$ cat src/rtl/mcs4_bus_tracer_if.sv
// Bus and record-stream bundle for mcs4_bus_tracer.
// slave: tracer side (snoops bus, sources records); master: system/consumer side.
interface mcs4_bus_tracer_if #(
    parameter int DEPTH = 16,
    parameter int N_CM  = 4,
    parameter int TS_W  = 16
) ();
    localparam int REC_W = 25 + N_CM + TS_W;
    localparam int CW    = $clog2(DEPTH) + 1;

    logic              PHI2_i;
    logic              SYNC_i;
    logic [3:0]        D_i;
    logic              CM_ROM_i;
    logic [N_CM-1:0]   CM_RAM_i;
    logic              en_i;
    logic              clr_i;
    logic              rec_valid_o;
    logic              rec_ready_i;
    logic [REC_W-1:0]  rec_data_o;
    logic [CW-1:0]     count_o;
    logic              overflow_o;
    logic              sync_err_o;
    logic [7:0]        drop_cnt_o;

    modport slave (
        input  PHI2_i, SYNC_i, D_i, CM_ROM_i, CM_RAM_i,
        input  en_i, clr_i, rec_ready_i,
        output rec_valid_o, rec_data_o, count_o,
        output overflow_o, sync_err_o, drop_cnt_o
    );

    modport master (
        output PHI2_i, SYNC_i, D_i, CM_ROM_i, CM_RAM_i,
        output en_i, clr_i, rec_ready_i,
        input  rec_valid_o, rec_data_o, count_o,
        input  overflow_o, sync_err_o, drop_cnt_o
    );
endinterface

$ cat src/rtl/mcs4_bus_tracer.sv
// MCS-4 bus trace capture: follows the 8-phase cycle, builds one record per
// instruction cycle and queues it in a FWFT FIFO. Ports: clk_i, rst_i, bus (slave).
module mcs4_bus_tracer #(
    parameter int DEPTH    = 16,
    parameter int N_CM     = 4,
    parameter int TS_W     = 16,
    parameter bit SYNC_POL = 1'b1
) (
    input logic clk_i,
    input logic rst_i,
    mcs4_bus_tracer_if.slave bus
);
    localparam int REC_W = 25 + N_CM + TS_W;
    localparam int PW    = $clog2(DEPTH);
    localparam int CW    = PW + 1;

    typedef enum logic [3:0] {
        S_UNSYNC, S_A1, S_A2, S_A3, S_M1, S_M2, S_X1, S_X2, S_X3
    } state_t;

    state_t            state_q, state_d;
    logic              phi2_q;
    logic [11:0]       addr_q, addr_d;
    logic [7:0]        op_q, op_d;
    logic [3:0]        x2_q, x2_d;
    logic [N_CM:0]     cm_q, cm_d;
    logic [TS_W-1:0]   ts_q, ts_d;
    logic [PW-1:0]     wr_ptr_q, wr_ptr_d;
    logic [PW-1:0]     rd_ptr_q, rd_ptr_d;
    logic [CW-1:0]     count_q, count_d;
    logic              ovf_q, ovf_d;
    logic              serr_q, serr_d;
    logic [7:0]        drop_q, drop_d;
    logic [REC_W-1:0]  mem_q [DEPTH];

    logic              step, sync_hit, x3_exit, err_set;
    logic              push_req, pop, full, wr, drop;
    logic [REC_W-1:0]  rec_new;

    always_comb begin
        state_d  = state_q;
        addr_d   = addr_q;
        op_d     = op_q;
        x2_d     = x2_q;
        cm_d     = cm_q;
        err_set  = 1'b0;
        x3_exit  = 1'b0;
        step     = phi2_q & ~bus.PHI2_i;
        sync_hit = step && (bus.SYNC_i == SYNC_POL);
        if (step) begin
            x3_exit = (state_q == S_X3);
            if (sync_hit) begin
                state_d = S_A1;
                // Sync anywhere but X3/UNSYNC aborts the partial record;
                // the fresh A1 overwrites its fields.
                err_set = (state_q != S_X3) && (state_q != S_UNSYNC);
            end else begin
                unique case (state_q)
                    S_UNSYNC: state_d = S_UNSYNC;
                    S_A1: begin state_d = S_A2; addr_d[3:0]  = bus.D_i; end
                    S_A2: begin state_d = S_A3; addr_d[7:4]  = bus.D_i; end
                    S_A3: begin state_d = S_M1; addr_d[11:8] = bus.D_i; end
                    S_M1: begin state_d = S_M2; op_d[7:4]    = bus.D_i; end
                    S_M2: begin state_d = S_X1; op_d[3:0]    = bus.D_i; end
                    S_X1: state_d = S_X2;
                    S_X2: begin
                        state_d = S_X3;
                        x2_d    = bus.D_i;
                        cm_d    = {bus.CM_RAM_i, bus.CM_ROM_i};
                    end
                    S_X3: state_d = S_A1;
                    default: state_d = S_UNSYNC;
                endcase
            end
        end
    end

    // Only reachable X3 states have walked A1..X2, so X3 exit means complete.
    assign rec_new  = {ts_q, cm_q, x2_q, op_q, addr_q};
    assign push_req = x3_exit & bus.en_i;
    assign pop      = (count_q != '0) & bus.rec_ready_i;
    assign full     = (count_q == CW'(DEPTH));
    assign wr       = push_req & (~full | pop);
    assign drop     = push_req & full & ~pop;

    always_comb begin
        ts_d     = ts_q + TS_W'(x3_exit);
        wr_ptr_d = wr ? wr_ptr_q + PW'(1) : wr_ptr_q;
        rd_ptr_d = pop ? rd_ptr_q + PW'(1) : rd_ptr_q;
        count_d  = count_q + CW'(wr) - CW'(pop);
        ovf_d    = (ovf_q & ~bus.clr_i) | drop;
        serr_d   = (serr_q & ~bus.clr_i) | err_set;
        drop_d   = bus.clr_i ? 8'd0 : drop_q;
        if (drop && drop_d != 8'hFF) begin
            drop_d = drop_d + 8'd1;
        end
    end

    always_ff @(posedge clk_i or posedge rst_i) begin
        if (rst_i) begin
            state_q  <= S_UNSYNC;
            phi2_q   <= 1'b0;
            addr_q   <= '0;
            op_q     <= '0;
            x2_q     <= '0;
            cm_q     <= '0;
            ts_q     <= '0;
            wr_ptr_q <= '0;
            rd_ptr_q <= '0;
            count_q  <= '0;
            ovf_q    <= 1'b0;
            serr_q   <= 1'b0;
            drop_q   <= '0;
        end else begin
            state_q  <= state_d;
            phi2_q   <= bus.PHI2_i;
            addr_q   <= addr_d;
            op_q     <= op_d;
            x2_q     <= x2_d;
            cm_q     <= cm_d;
            ts_q     <= ts_d;
            wr_ptr_q <= wr_ptr_d;
            rd_ptr_q <= rd_ptr_d;
            count_q  <= count_d;
            ovf_q    <= ovf_d;
            serr_q   <= serr_d;
            drop_q   <= drop_d;
        end
    end

    always_ff @(posedge clk_i) begin
        if (wr) begin
            mem_q[wr_ptr_q] <= rec_new;
        end
    end

    assign bus.rec_valid_o = (count_q != '0);
    assign bus.rec_data_o  = bus.rec_valid_o ? mem_q[rd_ptr_q] : '0;
    assign bus.count_o     = count_q;
    assign bus.overflow_o  = ovf_q;
    assign bus.sync_err_o  = serr_q;
    assign bus.drop_cnt_o  = drop_q;
endmodule
$ cat src/flat_wrapper.sv
// flat-port wrapper written by rule: the top's interface ports become plain ports
module mcs4_bus_tracer_flat 
#(
    parameter int DEPTH    = 16,
    parameter int N_CM     = 4,
    parameter int TS_W     = 16,
    parameter bit SYNC_POL = 1'b1
)
  (clk_i, rst_i, bus_PHI2_i, bus_SYNC_i, bus_D_i, bus_CM_ROM_i, bus_CM_RAM_i, bus_en_i, bus_clr_i, bus_rec_ready_i, bus_rec_valid_o, bus_rec_data_o, bus_count_o, bus_overflow_o, bus_sync_err_o, bus_drop_cnt_o);
  mcs4_bus_tracer_if #(.DEPTH(DEPTH), .N_CM(N_CM), .TS_W(TS_W)) bus_i ();
  input logic clk_i;
  input logic rst_i;
  input wire logic [$bits(bus_i.PHI2_i)-1:0] bus_PHI2_i;
  input wire logic [$bits(bus_i.SYNC_i)-1:0] bus_SYNC_i;
  input wire logic [$bits(bus_i.D_i)-1:0] bus_D_i;
  input wire logic [$bits(bus_i.CM_ROM_i)-1:0] bus_CM_ROM_i;
  input wire logic [$bits(bus_i.CM_RAM_i)-1:0] bus_CM_RAM_i;
  input wire logic [$bits(bus_i.en_i)-1:0] bus_en_i;
  input wire logic [$bits(bus_i.clr_i)-1:0] bus_clr_i;
  input wire logic [$bits(bus_i.rec_ready_i)-1:0] bus_rec_ready_i;
  output wire logic [$bits(bus_i.rec_valid_o)-1:0] bus_rec_valid_o;
  output wire logic [$bits(bus_i.rec_data_o)-1:0] bus_rec_data_o;
  output wire logic [$bits(bus_i.count_o)-1:0] bus_count_o;
  output wire logic [$bits(bus_i.overflow_o)-1:0] bus_overflow_o;
  output wire logic [$bits(bus_i.sync_err_o)-1:0] bus_sync_err_o;
  output wire logic [$bits(bus_i.drop_cnt_o)-1:0] bus_drop_cnt_o;
  assign bus_i.PHI2_i = bus_PHI2_i;
  assign bus_i.SYNC_i = bus_SYNC_i;
  assign bus_i.D_i = bus_D_i;
  assign bus_i.CM_ROM_i = bus_CM_ROM_i;
  assign bus_i.CM_RAM_i = bus_CM_RAM_i;
  assign bus_i.en_i = bus_en_i;
  assign bus_i.clr_i = bus_clr_i;
  assign bus_i.rec_ready_i = bus_rec_ready_i;
  assign bus_rec_valid_o = bus_i.rec_valid_o;
  assign bus_rec_data_o = bus_i.rec_data_o;
  assign bus_count_o = bus_i.count_o;
  assign bus_overflow_o = bus_i.overflow_o;
  assign bus_sync_err_o = bus_i.sync_err_o;
  assign bus_drop_cnt_o = bus_i.drop_cnt_o;
  mcs4_bus_tracer #(.DEPTH(DEPTH), .N_CM(N_CM), .TS_W(TS_W), .SYNC_POL(SYNC_POL)) u_core (.clk_i(clk_i), .rst_i(rst_i), .bus(bus_i));
endmodule
$ cat config.mk
export PLATFORM = sky130hd
export DESIGN_NAME = mcs4_bus_tracer_flat
export DESIGN_NICKNAME = d
export VERILOG_FILES = /design/src/rtl/mcs4_bus_tracer_if.sv /design/src/rtl/mcs4_bus_tracer.sv /design/src/flat_wrapper.sv
export SDC_FILE = /design/constraint.sdc
export NUM_CORES = 1
export LEC_CHECK = 0
export BUFFER_PORTS_ARGS = -buffer_cell sky130_fd_sc_hd__buf_2
export CORE_AREA = 2 2 440 311
export CTS_CLUSTER_DIAMETER = 80
export DETAILED_ROUTE_END_ITERATION = 8
export DIE_AREA = 0 0 442 313
export GPL_TIMING_DRIVEN = 0
export SLEW_MARGIN = 20
export SYNTH_ARGS = -nofsm -noshare
export SYNTH_HDL_FRONTEND = slang
export SYNTH_SLANG_ARGS = --single-unit
$ cat constraint.sdc
create_clock -name clk_i -period 6.4 [get_ports clk_i]
set_clock_uncertainty 0.05 [all_clocks]
set_input_delay 0.32 -clock clk_i [delete_from_list [all_inputs] [get_ports clk_i]]
set_output_delay 0.32 -clock clk_i [all_outputs]
set_load 0.1 [all_outputs]
Word level (Yosys, flattened, before mapping)
Memories as Yosys holds them, arrays and structs flattened.
Cells that the tools add are included.
{ "totals": {"regBits": 73, "inputBits": 16, "word_cells": 71, "mem_count": 1, "ramBits": 720} }
{ "classes": {"n_addsub": 6, "n_bitwise": 16, "eq_ne": 11, "n_mux": 10, "reduce_logical": 11} }
{ "mem_list": {"columns": ["name", "depth", "word_bits", "read_ports", "rd_clocked_by_memory_dff", "wr", "line", "source"], "rows": [
  ["u_core.mem_q", 16, 45, 1, 0, 1, "mcs4_bus_tracer.sv:34", "logic [REC_W-1:0] mem_q [DEPTH];"]
]} }
{ "ops": {"columns": ["cell", "count"], "rows": [
  ["$mux 45", 1],
  ["$pmux 4 s8", 1],
  ["$reduce_and 3->1", 6],
  ["$add 16x1->16", 1],
  ["$eq 4x3->1 const B", 4],
  ["$mux 8", 2],
  ["$add 4x1->4 const B", 2],
  ["$add 8x1->8 const B", 1],
  ["$and 1x1->1", 8],
  ["$eq 4x2->1 const B", 2],
  ["$ne 8x8->1 const B", 1],
  ["$add 5x1->5", 1],
  ["$eq 5x5->1 const B", 1],
  ["$mux 1", 5],
  ["$not 1->1", 5],
  ["$reduce_bool 5->1", 1],
  ["$sub 5x1->5", 1],
  ["$eq 4x1->1 const B", 1],
  ["$eq 4x4->1 const B", 1],
  ["$mux 4", 1],
  ["$ne 4x4->1 const B", 1],
  ["$reduce_bool 4->1", 1],
  ["$logic_and 1x1->1", 3],
  ["$or 1x1->1", 3]
]} }

Longest topological paths before layout
{ "logic_depth": {"word_depth": 8, "depth_mapped": 15, "ltp_nobuf": 14} }

Worst setup path after synthesis
Ideal clock, no wire load.
{ "synth_timing": {"path_kind": "reg-to-output", "start": "reg u_core.count_q[2], in the netlist u_core.bus.count_o[2]", "end": "out bus_rec_data_o[25]", "setup_slack_ns": 1.814, "arrival_ns": 4.216, "t_required_ns": 6.030, "path_stages_with_launch": 8, "cell_sequence": "dfrtp_1 -> inv_1 -> ha_1 -> nor4b_4 -> inv_2 -> clkbuf_1 -> o21ai_1 -> a21oi_1"} }
{ "synth_between": {"elab_chain_len": 2} }
{ "synth_lines": {"columns": ["element", "line", "source"], "rows": [
  ["start: declaration", "mcs4_bus_tracer.sv:30", "logic [CW-1:0] count_q, count_d;"],
  ["start signal: assignment", "mcs4_bus_tracer.sv:124", "count_q <= count_d;"],
  ["$reduce_bool 5->1", "mcs4_bus_tracer.sv:137", "assign bus.rec_valid_o = (count_q != '0);"],
  ["named net bus_rec_valid_o", "flat_wrapper.sv:21", "output wire logic [$bits(bus_i.rec_valid_o)-1:0] bus_rec_valid_o;"],
  ["$mux 45", "mcs4_bus_tracer.sv:138", "assign bus.rec_data_o = bus.rec_valid_o ? mem_q[rd_ptr_q] : '0;"],
  ["end: declaration", "flat_wrapper.sv:22", "output wire logic [$bits(bus_i.rec_data_o)-1:0] bus_rec_data_o;"]
]} }
The timed path passes the listed nets, and every way through them passes these cells.

Worst setup path after layout
{ "layout_timing": {"start": "reg u_core.count_q[3], in the netlist u_core.bus.count_o[3]", "end": "out bus_rec_data_o[8]"} }
{ "layout_between": {"elab_chain_len": 2} }
{ "layout_lines": {"columns": ["element", "line"], "rows": [
  ["$reduce_bool 5->1", "mcs4_bus_tracer.sv:137"],
  ["$mux 45", "mcs4_bus_tracer.sv:138"]
]} }
Every way passes these cells.

==> impl_metrics.prom <==
# TYPE chip_impl_metric gauge
chip_impl_metric{name="timing.hold.worst_path_depth",unit=""} 2
chip_impl_metric{name="synthArstFlopShare",unit=""} 0.0921
chip_impl_info{name="hold_end",value="u_core.addr_q[9]"} 1
chip_impl_metric{name="drv_cap",unit=""} 0
chip_impl_metric{name="grt_max_degree",unit=""} 59
chip_impl_metric{name="antenna_found_initial",unit=""} 4
chip_impl_metric{name="post_synth.cell_area_avg",unit="um2"} 21.7
chip_impl_metric{name="cts_buffers",unit=""} 71
chip_impl_metric{name="post_drt_via_cell_ratio",unit=""} 4.39
chip_impl_info{name="regToRegEndpoint",value="u_core.bus.count_o[4]"} 1
chip_impl_metric{name="ioPinCount",unit=""} 77
chip_impl_metric{name="layout_setup_ws",unit="ns"} 1.98
chip_impl_metric{name="first_pass_iters",unit=""} 7
chip_impl_metric{name="post_route_drc_violation_count",unit=""} 0
chip_impl_metric{name="post-synth-top-area-fraction",unit=""} 0.706
chip_impl_metric{name="all_layer_gr_usage",unit=""} 0.108
chip_impl_metric{name="floorplan.rows",unit=""} 113
chip_impl_metric{name="cts.sinks",unit=""} 793
chip_impl_metric{name="hold_viol",unit=""} 0
chip_impl_metric{name="start_util",unit=""} 0.228
chip_impl_metric{name="route.final.wire_length",unit="mm"} 76.2
chip_impl_info{name="netlist_top_cells_area",value="sky130_fd_sc_hd__edfxtp_1, sky130_fd_sc_hd__mux4_2, sky130_fd_sc_hd__dfrtp_1"} 1
chip_impl_metric{name="detailedPlace.worstSlack",unit="ns"} 2.54
chip_impl_metric{name="netlist_area",unit="mm2"} 0.0306
chip_impl_metric{name="tns",unit="ns"} 0
chip_impl_metric{name="detail_route.iter0.violations",unit=""} 1835
chip_impl_metric{name="routedWlPerCell",unit="um"} 22.3
chip_impl_info{name="synth_ff_type",value="sky130_fd_sc_hd__edfxtp_1"} 1
chip_impl_info{name="timing.hold.worst.start",value="bus_D_i[1]"} 1
chip_impl_info{name="start_kind",value="register"} 1
chip_impl_metric{name="fp.dieW",unit="um"} 442
chip_impl_metric{name="yosysWarnings",unit=""} 0
chip_impl_metric{name="p_leak",unit="uW"} 0.0119
chip_impl_info{name="worst_hold_path_type",value="input port to register"} 1
chip_impl_info{name="r2r-start",value="u_core.bus.count_o[3]"} 1
chip_impl_metric{name="grt_pass1_vias",unit=""} 15166
chip_impl_info{name="worstSetupEndpointType",value="output port"} 1
chip_impl_metric{name="core",unit="mm2"} 0.134
chip_impl_metric{name="gp_congestion",unit=""} 0.735
chip_impl_metric{name="port_buffers",unit=""} 76
chip_impl_metric{name="insertion_delay",unit="ns"} 0.63
chip_impl_metric{name="chipHeight",unit="um"} 313
chip_impl_info{name="run_status",value="finished clean"} 1
chip_impl_info{name="synth_top_area_cell",value="sky130_fd_sc_hd__edfxtp_1"} 1
chip_impl_metric{name="maxSlewHeadroom",unit=""} 0.236
chip_impl_metric{name="number_of_vias_in_the_routed_layout",unit=""} 15045
chip_impl_metric{name="max-vdd-ir-drop",unit="mV"} 0.347
chip_impl_metric{name="setup_viol_count_final",unit=""} 0
chip_impl_metric{name="num-fill-cells",unit=""} 13193
chip_impl_metric{name="fmax",unit="GHz"} 0.226
chip_impl_metric{name="final_core_util",unit=""} 0.269
chip_impl_metric{name="r2r_slack",unit="ns"} 2.42
chip_impl_info{name="setup.worst_path.class",value="register to output port"} 1
chip_impl_metric{name="post_layout_total_power",unit="uW"} 16900
chip_impl_metric{name="drt.antenna.violating_nets",unit=""} 0
chip_impl_metric{name="worstPathArrival",unit="ns"} 4.05
chip_impl_metric{name="cts_buffer_depth",unit=""} 3
chip_impl_metric{name="synthCells",unit=""} 1409
chip_impl_metric{name="grt-ovfl-total",unit=""} 0
chip_impl_metric{name="reg2reg_depth",unit=""} 15
chip_impl_metric{name="yosysSeqAreaShare",unit=""} 0.766
chip_impl_metric{name="finalCritPeriodShare",unit=""} 0.691
chip_impl_metric{name="area_growth",unit="%"} 18.1
chip_impl_metric{name="worst_ep_required_time",unit="ns"} 6.03
chip_impl_metric{name="crit_path_max_fanout",unit=""} 10
chip_impl_metric{name="minimum_clock_period_after_layout",unit="ns"} 4.42
chip_impl_info{name="cts_tree",value="yes"} 1
chip_impl_metric{name="synth_fp_nets",unit=""} 1440
chip_impl_metric{name="powerDensity",unit="mW/mm2"} 467
chip_impl_metric{name="number_of_pins_exceeding_their_max_slew_limit_in_the_final_report",unit=""} 0
chip_impl_metric{name="synth_enable_flop_cells",unit=""} 720
chip_impl_metric{name="max_slew.worst_pin.slew",unit="ns"} 1.15
chip_impl_metric{name="dieArea",unit="mm2"} 0.138
chip_impl_metric{name="post_route_cells_drive_above_1_share",unit=""} 0.297
chip_impl_metric{name="yosysUniqueCellTypes",unit=""} 50
chip_impl_metric{name="first_pass_grt_wire_length",unit="mm"} 109
chip_impl_info{name="cts_root_buffer",value="sky130_fd_sc_hd__clkbuf_16"} 1
chip_impl_metric{name="fin_nets",unit=""} 1614
chip_impl_metric{name="yosys_register_bits",unit=""} 793
chip_impl_metric{name="cts_htree_levels",unit=""} 3
chip_impl_metric{name="cts.reportedPaths.clkPinSlew",unit="ns"} 0.06
chip_impl_info{name="setup_repair_after_global_routing_missed_its_margin",value="false"} 1
chip_impl_metric{name="cts_post_setup_buffers_inserted",unit=""} 0
chip_impl_metric{name="cts-resized-gates",unit=""} 0
chip_impl_metric{name="dp_hpwl",unit="mm"} 46.5
## area by class of cell
cell class / count / area [um2] / area share
Sequential cell: 793 / 23400 / 0.649
Antenna cell: 1 / 2.50 / 0.0000692
Tap cell: 1782 / 2230 / 0.0617
Clock buffer: 94 / 1950 / 0.0539
Timing Repair Buffer: 101 / 868 / 0.0240
Clock inverter: 38 / 425 / 0.0118
Inverter: 20 / 80.1 / 0.00222
Buffer: 65 / 368 / 0.0102
Multi-Input combinational cell: 531 / 6780 / 0.188
## cells in the mapped netlist, drive strengths merged, types with 3 or more instances
cell type,number
ha,14
mux4,180
nand2b,3
nor2,11
dfrtp,73
and2,16
a21oi,24
nor4b,4
xor2,12
nand2,40
nor3b,5
edfxtp,720
nor2b,8
and3,5
nor3,6
o21ai,23
buf,42
mux2,54
inv,20
nand4,5
nor4,3
and4,5
clkbuf,23
mux2i,21
a22oi,50
xnor2,13
nand3,10
## state kept, by name, indices dropped and copies added, names as in the netlist
register / count
u_core.state_q: 4
u_core.addr_q: 12
u_core.rd_ptr_q: 4
u_core.bus.sync_err_o: 1
u_core.ts_q: 16
u_core.wr_ptr_q: 4
u_core.cm_q: 5
u_core.bus.drop_cnt_o: 8
u_core.bus.overflow_o: 1
u_core.mem_q: 720
u_core.op_q: 8
u_core.bus.count_o: 5
u_core.x2_q: 4
u_core.phi2_q: 1
## critical path: stages, from the launching register on
cell and delay (ns):
sky130_fd_sc_hd__dfrtp_1 0.41, sky130_fd_sc_hd__inv_1 0.10, sky130_fd_sc_hd__ha_1 0.18, sky130_fd_sc_hd__nor4b_4 0.76, sky130_fd_sc_hd__inv_2 0.29, sky130_fd_sc_hd__and3_1 0.27, sky130_fd_sc_hd__clkbuf_1 0.25, sky130_fd_sc_hd__buf_2 0.34
sky130_fd_sc_hd__a22oi_1 0.27, sky130_fd_sc_hd__nand2_1 0.20, sky130_fd_sc_hd__buf_2 0.34
## routing by layer
layer | GRT usage | vias to the layer above | share of wire | routed length, um
met5 | 0.00405 | - | 0.0014 | 110
met4 | 0.0249 | 6 | 0.021 | 1610
met3 | 0.0245 | 121 | 0.087 | 6650
met2 | 0.163 | 673 | 0.45 | 34200
met1 | 0.157 | 8044 | 0.44 | 33600
li1 | - | 6201 | - | -
## how the worst max path moves through the flow
stage | end | slack [ns] | cells after the start | startpoint
finish | bus_rec_data_o[8] | 1.98 | 10 | u_core.bus.count_o[3]
global route | bus_rec_data_o[8] | 1.80 | 10 | u_core.bus.count_o[2]
CTS | bus_rec_data_o[43] | 1.88 | 6 | u_core.rd_ptr_q[3]
detailed placement | u_core.bus.count_o[4] | 2.54 | 15 | u_core.bus.count_o[3]
global placement | u_core.mem_q[6][34] | 1.56 | 7 | u_core.bus.count_o[2]
floorplan | bus_rec_data_o[25] | 1.81 | 7 | u_core.bus.count_o[2]
## cell families (layout without fill, tap and decap cells)
logic type | after synthesis | count (layout) | synth area share
and+or+nand+nor | 127 | 127 | 0.0239
other | 0 | 1 | 0
buffers and inverters | 85 | 318 | 0.0145
xor gates and xnor gates | 25 | 25 | 0.00715
DFF | 793 | 793 | 0.766
muxes | 255 | 255 | 0.159
AOI/OAI and AO/OA | 109 | 109 | 0.0232
adders and majority gates | 15 | 15 | 0.00638
## metrics by stage
stage / hold slack [ns] / cells / area [um2]
after CTS: 0.0600 / 3424 / 36100
after detailed placement: 0.213 / 3284 / 33700
after floorplan: 0.301 / 1409 / 30600
final: 0.0948 / 3425 / 36100
after global routing: 0.0743 / 3425 / 36100
after global placement: 0.435 / 3267 / 33200
## power breakdown
part	internal, uW	switching, uW	leakage [uW]
clock network	2460	1910	0.00115
logic	1790	4480	0.00310
registers	5950	283	0.00761
total	10200	6680	0.0119
## what timing repair did
action,in CTS,in global routing
endpoints found under the hold margin,80,0
hold buffers,8,0
endpoints found under the setup margin,0,0
## placed cells by master (no fill, tap or decap), drive strengths merged, types with 3 or more instances in the layout
master | Yosys | layout
a22oi | 50 | 50
nor2b | 8 | 8
xor2 | 12 | 12
dlygate4sd3 | 0 | 8
and2 | 16 | 16
clkbuf | 23 | 117
mux2 | 54 | 54
nor2 | 11 | 11
nand3 | 10 | 10
nor4b | 4 | 4
nand2b | 3 | 3
bufinv | 0 | 7
mux2i | 21 | 21
nor3b | 5 | 5
nor3 | 6 | 6
mux4 | 180 | 180
a21oi | 24 | 24
and4 | 5 | 5
ha | 14 | 14
xnor2 | 13 | 13
dfrtp | 73 | 73
nor4 | 3 | 3
clkinv | 0 | 26
and3 | 5 | 5
o21ai | 23 | 23
inv | 20 | 23
nand4 | 5 | 5
nand2 | 40 | 40
edfxtp | 720 | 720
buf | 42 | 135
(Power assumes the default switching activity.)
